File: src/rtl/sound_card_pkg.sv
// Shared constants and types for the four-voice square-wave tone generator.
package sound_card_pkg;

  localparam int NUM_VOICES = 4;
  localparam int CNT_W      = 16;
  localparam int SUM_W      = 10;

  typedef logic [7:0]       sample_t;
  typedef logic [SUM_W-1:0] sum_t;

  // Largest 8-bit sample, used as the clamp ceiling.
  localparam sum_t SAMPLE_MAX = 10'd255;

  // Clamps a wide voice sum into the 8-bit sample range.
  function automatic sample_t clamp_sample(input sum_t s);
    sample_t r;
    if (s > SAMPLE_MAX) begin
      r = 8'hFF;
    end else begin
      r = sample_t'(s);
    end
    return r;
  endfunction

  // Keeps only the low 8 bits of a wide voice sum (modulo-256 wrap).
  function automatic sample_t wrap_sample(input sum_t s);
    return sample_t'(s);
  endfunction

endpackage

File: src/rtl/sound_card_voice.sv
// One fixed-pitch square-wave voice: a half-period counter plus a phase bit.
module sound_card_voice
  import sound_card_pkg::*;
#(
  parameter int HALF = 2
) (
  input  logic clk,
  input  logic reset,
  input  logic en,
  output logic phase
);

  localparam logic [CNT_W-1:0] LAST = CNT_W'(HALF - 1);

  logic [CNT_W-1:0] cnt_q, cnt_d;
  logic             phase_q, phase_d;

  // Next-state: a disabled voice is held at count 0 / phase low so it restarts cleanly.
  always_comb begin
    cnt_d   = cnt_q;
    phase_d = phase_q;
    if (!en) begin
      cnt_d   = '0;
      phase_d = 1'b0;
    end else if (cnt_q == LAST) begin
      cnt_d   = '0;
      phase_d = ~phase_q;
    end else begin
      cnt_d   = cnt_q + 16'd1;
      phase_d = phase_q;
    end
  end

  // State register with synchronous reset.
  always_ff @(posedge clk) begin
    if (reset) begin
      cnt_q   <= '0;
      phase_q <= 1'b0;
    end else begin
      cnt_q   <= cnt_d;
      phase_q <= phase_d;
    end
  end

  assign phase = phase_q;

endmodule

File: src/rtl/sound_card.sv
// Four-voice square-wave tone generator with a registered 8-bit mixed sample.
// Optional build macro SOUND_CARD_SATURATE_EN clamps the mix at 255 instead of wrapping.
module sound_card
  import sound_card_pkg::*;
#(
  parameter int HALF0     = 2,
  parameter int HALF1     = 3,
  parameter int HALF2     = 5,
  parameter int HALF3     = 8,
  parameter int AMPLITUDE = 63
) (
  input  logic       clk,
  input  logic       reset,
  input  logic [3:0] switches,
  output logic [7:0] combined
);

  localparam sum_t AMP = SUM_W'(AMPLITUDE);

  logic [NUM_VOICES-1:0] phase_s;
  sum_t                  sum_d;
  sample_t               combined_d, combined_q;

  sound_card_voice #(.HALF(HALF0)) u_voice0 (
    .clk   (clk),
    .reset (reset),
    .en    (switches[0]),
    .phase (phase_s[0])
  );

  sound_card_voice #(.HALF(HALF1)) u_voice1 (
    .clk   (clk),
    .reset (reset),
    .en    (switches[1]),
    .phase (phase_s[1])
  );

  sound_card_voice #(.HALF(HALF2)) u_voice2 (
    .clk   (clk),
    .reset (reset),
    .en    (switches[2]),
    .phase (phase_s[2])
  );

  sound_card_voice #(.HALF(HALF3)) u_voice3 (
    .clk   (clk),
    .reset (reset),
    .en    (switches[3]),
    .phase (phase_s[3])
  );

  // Mix: the live switch gates each voice so a disable takes effect on the very next sample.
  always_comb begin
    sum_d = '0;
    for (int i = 0; i < NUM_VOICES; i++) begin
      if (switches[i] && phase_s[i]) begin
        sum_d = sum_d + AMP;
      end else begin
        sum_d = sum_d;
      end
    end
`ifdef SOUND_CARD_SATURATE_EN
    combined_d = clamp_sample(sum_d);
`else
    combined_d = wrap_sample(sum_d);
`endif
  end

  // Output sample register with synchronous reset.
  always_ff @(posedge clk) begin
    if (reset) begin
      combined_q <= 8'd0;
    end else begin
      combined_q <= combined_d;
    end
  end

  assign combined = combined_q;

endmodule

File: config.mk
export PLATFORM = sky130hd
export DESIGN_NAME = sound_card
export DESIGN_NICKNAME = d
export VERILOG_FILES = /design/src/rtl/sound_card_pkg.sv /design/src/rtl/sound_card_voice.sv /design/src/rtl/sound_card.sv
export SDC_FILE = /design/constraint.sdc
export NUM_CORES = 1
export LEC_CHECK = 0
export CORE_ASPECT_RATIO = 0.5
export CORE_MARGIN = 2
export CORE_UTILIZATION = 60
export CTS_BUF_LIST = sky130_fd_sc_hd__clkbuf_4 sky130_fd_sc_hd__clkbuf_8 sky130_fd_sc_hd__clkbuf_16
export DETAILED_ROUTE_END_ITERATION = 12
export PLACE_DENSITY_LB_ADDON = 0.05
export SETUP_SLACK_MARGIN = 0.05
export SYNTH_ARGS = -nofsm -noshare
export SYNTH_HDL_FRONTEND = slang
export SYNTH_HIERARCHICAL = 1
export SYNTH_SLANG_ARGS = --single-unit
File: constraint.sdc
create_clock -name clk -period 2.6 [get_ports clk]
set_input_delay 0.26 -clock clk [delete_from_list [all_inputs] [get_ports clk]]
set_output_delay 0.26 -clock clk [all_outputs]
set_load 0.05 [all_outputs]
==> results of run 1 <==
==> critical path: stages <==
cell and delay [ns]:
clkdlybuf4s50_1 0.45, nand2_1 0.17, inv_1 0.11, ha_1 0.25, and3_1 0.22, a21o_1 0.18
ha_1 0.20, a31oi_1 0.19, xor2_1 0.17, nor2_1 0.05
==> path summary, 6_finish.rpt <==
kind	from	to	slack, ns	cells past startpoint
setup / recovery	switches[0]	combined[6]	0.56	10
hold / removal	u_voice3/cnt_q[0]	u_voice3/cnt_q[0]	0.45	1
setup reg to reg	u_voice0/phase	combined[6]	0.66	9
hold reg to reg	u_voice3/cnt_q[0]	u_voice3/cnt_q[0]	0.45	1
==> where the power goes <==
group / switching, mW / leakage (nW) / total (mW) / internal [mW]
logic: 0.0426 / 0.568 / 0.0673 / 0.0247
clock network: 0.411 / 0.133 / 1.09 / 0.675
registers: 0.00914 / 0.589 / 1.14 / 1.13
==> cell families (layout without fill, tap and decap cells) <==
| logic type | Yosys count | after routing | share of synthesized area [%] |
|---|---|---|---|
| and+or+nand+nor | 193 | 193 | 30.9 |
| DFF | 73 | 73 | 42.1 |
| xor gates and xnor gates | 58 | 58 | 14.6 |
| buffers and inverters | 31 | 47 | 4.65 |
| AOI/OAI and AO/OA | 14 | 14 | 2.52 |
| adders and majority gates | 12 | 12 | 4.54 |
| muxes | 2 | 2 | 0.577 |
==> flip-flops by register name, indices dropped and copies added, names as in the netlist <==
signal / flops
u_voice3/cnt_q: 16
u_voice1/cnt_q: 16
u_voice2/phase: 1
u_voice0/phase: 1
u_voice3/phase: 1
u_voice0/cnt_q: 16
u_voice2/cnt_q: 16
u_voice1/phase: 1
combined: 5
==> metrics by stage <==
step           setup slack [ns]  hold WS [ns]
3_3_place_gp              0.371         0.440
4_1_cts                   0.595         0.459
2_1_floorplan             0.915         0.329
6_report                  0.556         0.453
3_5_place_dp              0.311         0.448
5_1_grt                   0.461         0.498
==> cell type report <==
cell class | count | area (µm²)
Clock inverter | 1 | 5.00
Multi-Input combinational cell | 279 | 1850
Tap cell | 73 | 91.3
Sequential cell | 73 | 1460
Inverter | 20 | 75.1
Clock buffer | 13 | 255
Fill cell | 446 | 1670
Timing Repair Buffer | 13 | 130
==> cell usage in the layout, fill, tap and decap left out, types with 9 or more instances in the layout <==
master / netlist / layout
clkbuf_16: 0 / 9
nor3_1: 17 / 17
xor2_1: 18 / 18
nand2_1: 20 / 20
nor4_1: 18 / 18
dfxtp_1: 73 / 73
ha_1: 11 / 11
nand3_1: 14 / 14
inv_1: 20 / 20
clkdlybuf4s50_1: 0 / 13
nor2_1: 66 / 66
nand4_1: 17 / 17
xnor2_1: 40 / 40
==> layer usage <==
| metal | vias up | wire, µm |
|---|---|---|
| met1 | 1244 | 3060 |
| met3 | 9 | 213 |
| met5 | - | 0 |
| met2 | 39 | 3100 |
| met4 | 0 | 104 |
| li1 | 1331 | - |
==> run_results.csv, run 1 <==
group,metric,value,unit
drt,drt-initial-drc-count,154,
yosys,yosysUniqueCellTypes,40,
final_layout,fin_nets,414,
clocking,cts-root-buf,"clkbuf_16",
power,p_leak,1.29,nW
timing,relSlewSlack,66.1,%
critical_path,path_max_fanout,4,
clocking,path_clk_slew,0.05,ns
critical_path,cp.required,2.80,ns
placement,place.gp.congestion,0.896,
yosys,avgSynthCellArea,9.06,µm²
final_layout,drive_above_1_share,8.52,%
timing,min_period_over_period,78.6,%
timing,finClkSkew,0.00717,ns
clocking,postCtsSetupBuffers,0,
clocking,cts_sinks,73,
grt,overflow,0,
grt,grt_pass1_vias,2553,
final_layout,num_antenna_cells,0,
yosys,synthCells,383,
die,dieArea,0.00644,mm²
yosys,synthTopCellsByArea,"dfxtp_1 42%, xnor2_1 10%, nor2_1 7.1%",
yosys,synth.largest_area_cell,"dfxtp_1",
clocking,post_cts_resized,0,
timing,setup_violations,0,
job,drv_cap,0,
power,finalPower,2.29,mW
yosys,async_flop_share,0,%
die,die_y,57.8,µm
clocking,cts_tree,"built",
yosys,yosysTopAreaCellShare,42.1,%
yosys,synth_common_cells,"73 x dfxtp_1, 66 x nor2_1, 40 x xnor2_1",
critical_path,path_class,"input pin to flip-flop",
run_status,run_status,"complete, no violations",
drt,vias_per_cell,5.56,
die,start_util,62.6,%
timing,fin_setup_tns,0,ns
yosys,yosys_warnings,6,
critical_path,critPathCaptureType,"flip-flop",
critical_path,start_kind,"input pin",
final_layout,final_util,69.8,%
yosys,synth_nets,401,
drt,wire_per_inst,13.7,µm
timing,tightest_slew,0.507,ns
timing,maxClockFrequency,489,MHz
grt,grt_max_degree,17,
drt,drc,0,
die,io_pins,14,
placement,hpwl,4410,µm
grt,met3_usage,7.22,%
final_layout,final_cell_area,0.00386,mm²
yosys,yosysMostFrequentCell,"dfxtp_1",
placement,numPortBuffers,13,
yosys,synth-seq-cells,73,
timing,fin_crit,2.04,ns
grt,grt.met2_usage,38.2,%
grt,grt_use_total,22.3,%
drt,vias,2623,
clocking,numCtsBuffers,9,
worst_hold_path,worstHoldPathType,"flip-flop to flip-flop",
die,core_area,0.00554,mm²
drt,ant_nets,0,
yosys,synth_edf_count,0,
final_layout,stdcell_count,472,
power,ir_worst_vdd,0.000464,V
grt,antenna_found_initial,0,
critical_path,arrival,2.25,ns
yosys,syn_area,0.00347,mm²
drt,first_pass_iters,4,
grt,grt_use_met1,26.1,%
grt,gr-max-usage-layer,"met2",
power,powerDensity,593,mW/mm²
clocking,cts_htree_levels,3,
timing,finalHoldViolations,0,
yosys,synth-seq-area-share,42.1,%
clocking,clk_latency,0.33,ns
placement,placedCellCount,458,
timing,final_max_slew_viol_count,0,
die,die_x,112,µm
yosys,synth-main-ff-cell,"dfxtp_1",
placement,dpl-instance-area,0.00360,mm²
timing,rsz0062_at_grt,"false",
final_layout,area_growth_syn_to_layout,11.4,%
grt,grt_pass1_wl,11300,µm
clocking,cts_hold_buf,0,
die,rows,19,
clocking,max-clock-path-buffers,2,
drt,wl,6480,µm
No activity file was read; power rests on OpenSTA's default activity.
==> inputs of run 2 (changes only) <==
==> constraint.sdc (replaced) <==
create_clock -name clk -period 2.08 [get_ports clk]
set_input_delay 0.208 -clock clk [delete_from_list [all_inputs] [get_ports clk]]
set_output_delay 0.208 -clock clk [all_outputs]
set_load 0.05 [all_outputs]
==> run 2 against run 1 <==
Non-clock buffer count increased by 7. Routed wire length rose by 0.37%. Combinational power grew 32%. Utilization increased by 1.6 points. First-iteration DRC count up 16%. Via count increased by 0.65%. Worst hold slack better by 0.0019 ns. Setup slack worse by 0.33 ns. Flip-flop and latch count unchanged. Die area stayed put. Critical path depth fell by 2. Total power rose by 31%. Critical path type is now flip-flop to flip-flop. Critical endpoint unchanged.
==> run_results.csv, run 2 (synthesized netlist as in run 1, its figures left out) <==
group,metric,value,unit
run_status,run_status,"complete, no violations",
job,drv_cap,0,
drt,drc,0,
critical_path,cp.required,2.29,ns
die,rows,19,
timing,setup_violations,0,
die,core_area,0.00554,mm²
die,dieArea,0.00644,mm²
drt,first_pass_iters,4,
grt,grt_pass1_vias,2627,
power,switchingPower,0.612,mW
final_layout,area_growth_syn_to_layout,14.0,%
grt,grt_max_degree,17,
die,io_pins,14,
timing,fin_crit,1.86,ns
timing,relSlewSlack,66.5,%
timing,maxClockFrequency,538,MHz
timing,fin_setup_tns,0,ns
drt,drt-initial-drc-count,178,
worst_hold_path,worstHoldPathType,"flip-flop to flip-flop",
timing,holdWs,0.455,ns
drt,vias_per_cell,5.49,
timing,finalHoldViolations,0,
power,intPower,2.39,mW
timing,final_max_slew_viol_count,0,
final_layout,final_cell_mix,"73 x dfxtp_1, 66 x nor2_1, 40 x xnor2_1",
final_layout,final_util,71.4,%
drt,wl,6500,µm
grt,grt_use_total,22.4,%
clocking,max-clock-path-buffers,2,
power,ir_worst_vdd,0.000724,V
placement,hpwl,4480,µm
clocking,numCtsBuffers,9,
timing,tightest_slew,0.501,ns
final_layout,num_antenna_cells,0,
clocking,cts_tree,"built",
power,seqPwrFrac,47.3,%
drt,vias,2640,
critical_path,critPathCaptureType,"flip-flop",
die,start_util,62.6,%
grt,antenna_found_initial,0,
timing,finClkSkew,0.00657,ns
power,powerDensity,759,mW/mm²
timing,fin_ws,0.221,ns
drt,wire_per_inst,13.5,µm
final_layout,fin_nets,421,
drt,ant_nets,0,
final_layout,drive_above_1_share,10.5,%
power,p_clk_share,49.8,%
power,finalPower,3.00,mW
critical_path,arrival,2.07,ns
clocking,post_cts_resized,0,
die,die_y,57.8,µm
critical_path,path_class,"flip-flop to flip-flop",
final_layout,layout_commonest_cell,"dfxtp_1",
clocking,cts-root-buf,"clkbuf_16",
placement,place.gp.congestion,0.882,
critical_path,start_kind,"flip-flop",
power,p_leak,1.34,nW
critical_path,path_max_fanout,2,
grt,overflow,0,
placement,place_ws,-0.117,ns
clocking,clk_latency,0.33,ns
grt,grt_pass1_wl,11500,µm
clocking,path_clk_slew,0.05,ns
die,die_x,112,µm
clocking,postCtsSetupBuffers,0,
power,combPwrFrac,3.0,%
final_layout,nFillCells,437,
power,switching_share,20.4,%
clocking,cts_hold_buf,0,
clocking,cts_sinks,73,
timing,rsz0062_at_grt,"false",
timing,min_period_over_period,89.4,%
placement,numPortBuffers,13,
clocking,cts_htree_levels,3,
[run 2: layout make-up]
cell class                 instances  area [µm²]  share of cell area, %
tap                               73        91.3                   2.31
clock inverter                     2        10.0                  0.253
multi-input combinational        279        1850                   46.7
timing repair buffer              20         183                   4.62
sequential                        73        1460                   37.0
inverter                          20        75.1                   1.90
clock buffer                      14         288                   7.28
[run 2: per-layer routing]
metal  part of all wire (%)  global-route usage (%)  vias up
li1                       -                       -     1349
met1                     46                    26.1     1232
met2                     48                    37.5       45
met3                    3.9                    7.11       14
met4                    2.2                    12.9        0
met5                      0                       0        -
[run 2: per-stage QoR]
step,instance area [µm²],cells
after floorplan,3470,383
after global placement,3660,465
after detailed placement,3660,465
after CTS,3960,481
after global routing,3960,481
final,3960,481
[run 2: path summary, 6_finish.rpt]
check	from	to	slack [ns]	depth (start not counted)
max	u_voice0/phase	combined[6]	0.22	8
min	u_voice3/cnt_q[0]	u_voice3/cnt_q[0]	0.46	1
max reg2reg	u_voice0/phase	combined[6]	0.22	8
min reg2reg	u_voice3/cnt_q[0]	u_voice3/cnt_q[0]	0.46	1
[run 2: power groups by stage]
stage | logic (mW) | registers, mW | clock network, mW
floorplan | 0.0556 | 1.45 | 0
finish | 0.0887 | 1.42 | 1.49
detailed placement | 0.0889 | 1.45 | 0
CTS | 0.0899 | 1.42 | 1.54
global placement | 0.0863 | 1.45 | 0
global route | 0.0981 | 1.42 | 1.58
[run 2: worst max-delay path, cell delays in order (launching register included)]
cell and delay (ns):
dfxtp_1 0.32, nand2_1 0.10, inv_1 0.09, fa_1 0.58
inv_1 0.07, ha_1 0.19, a31oi_1 0.18, xor2_1 0.16
nor2_1 0.05
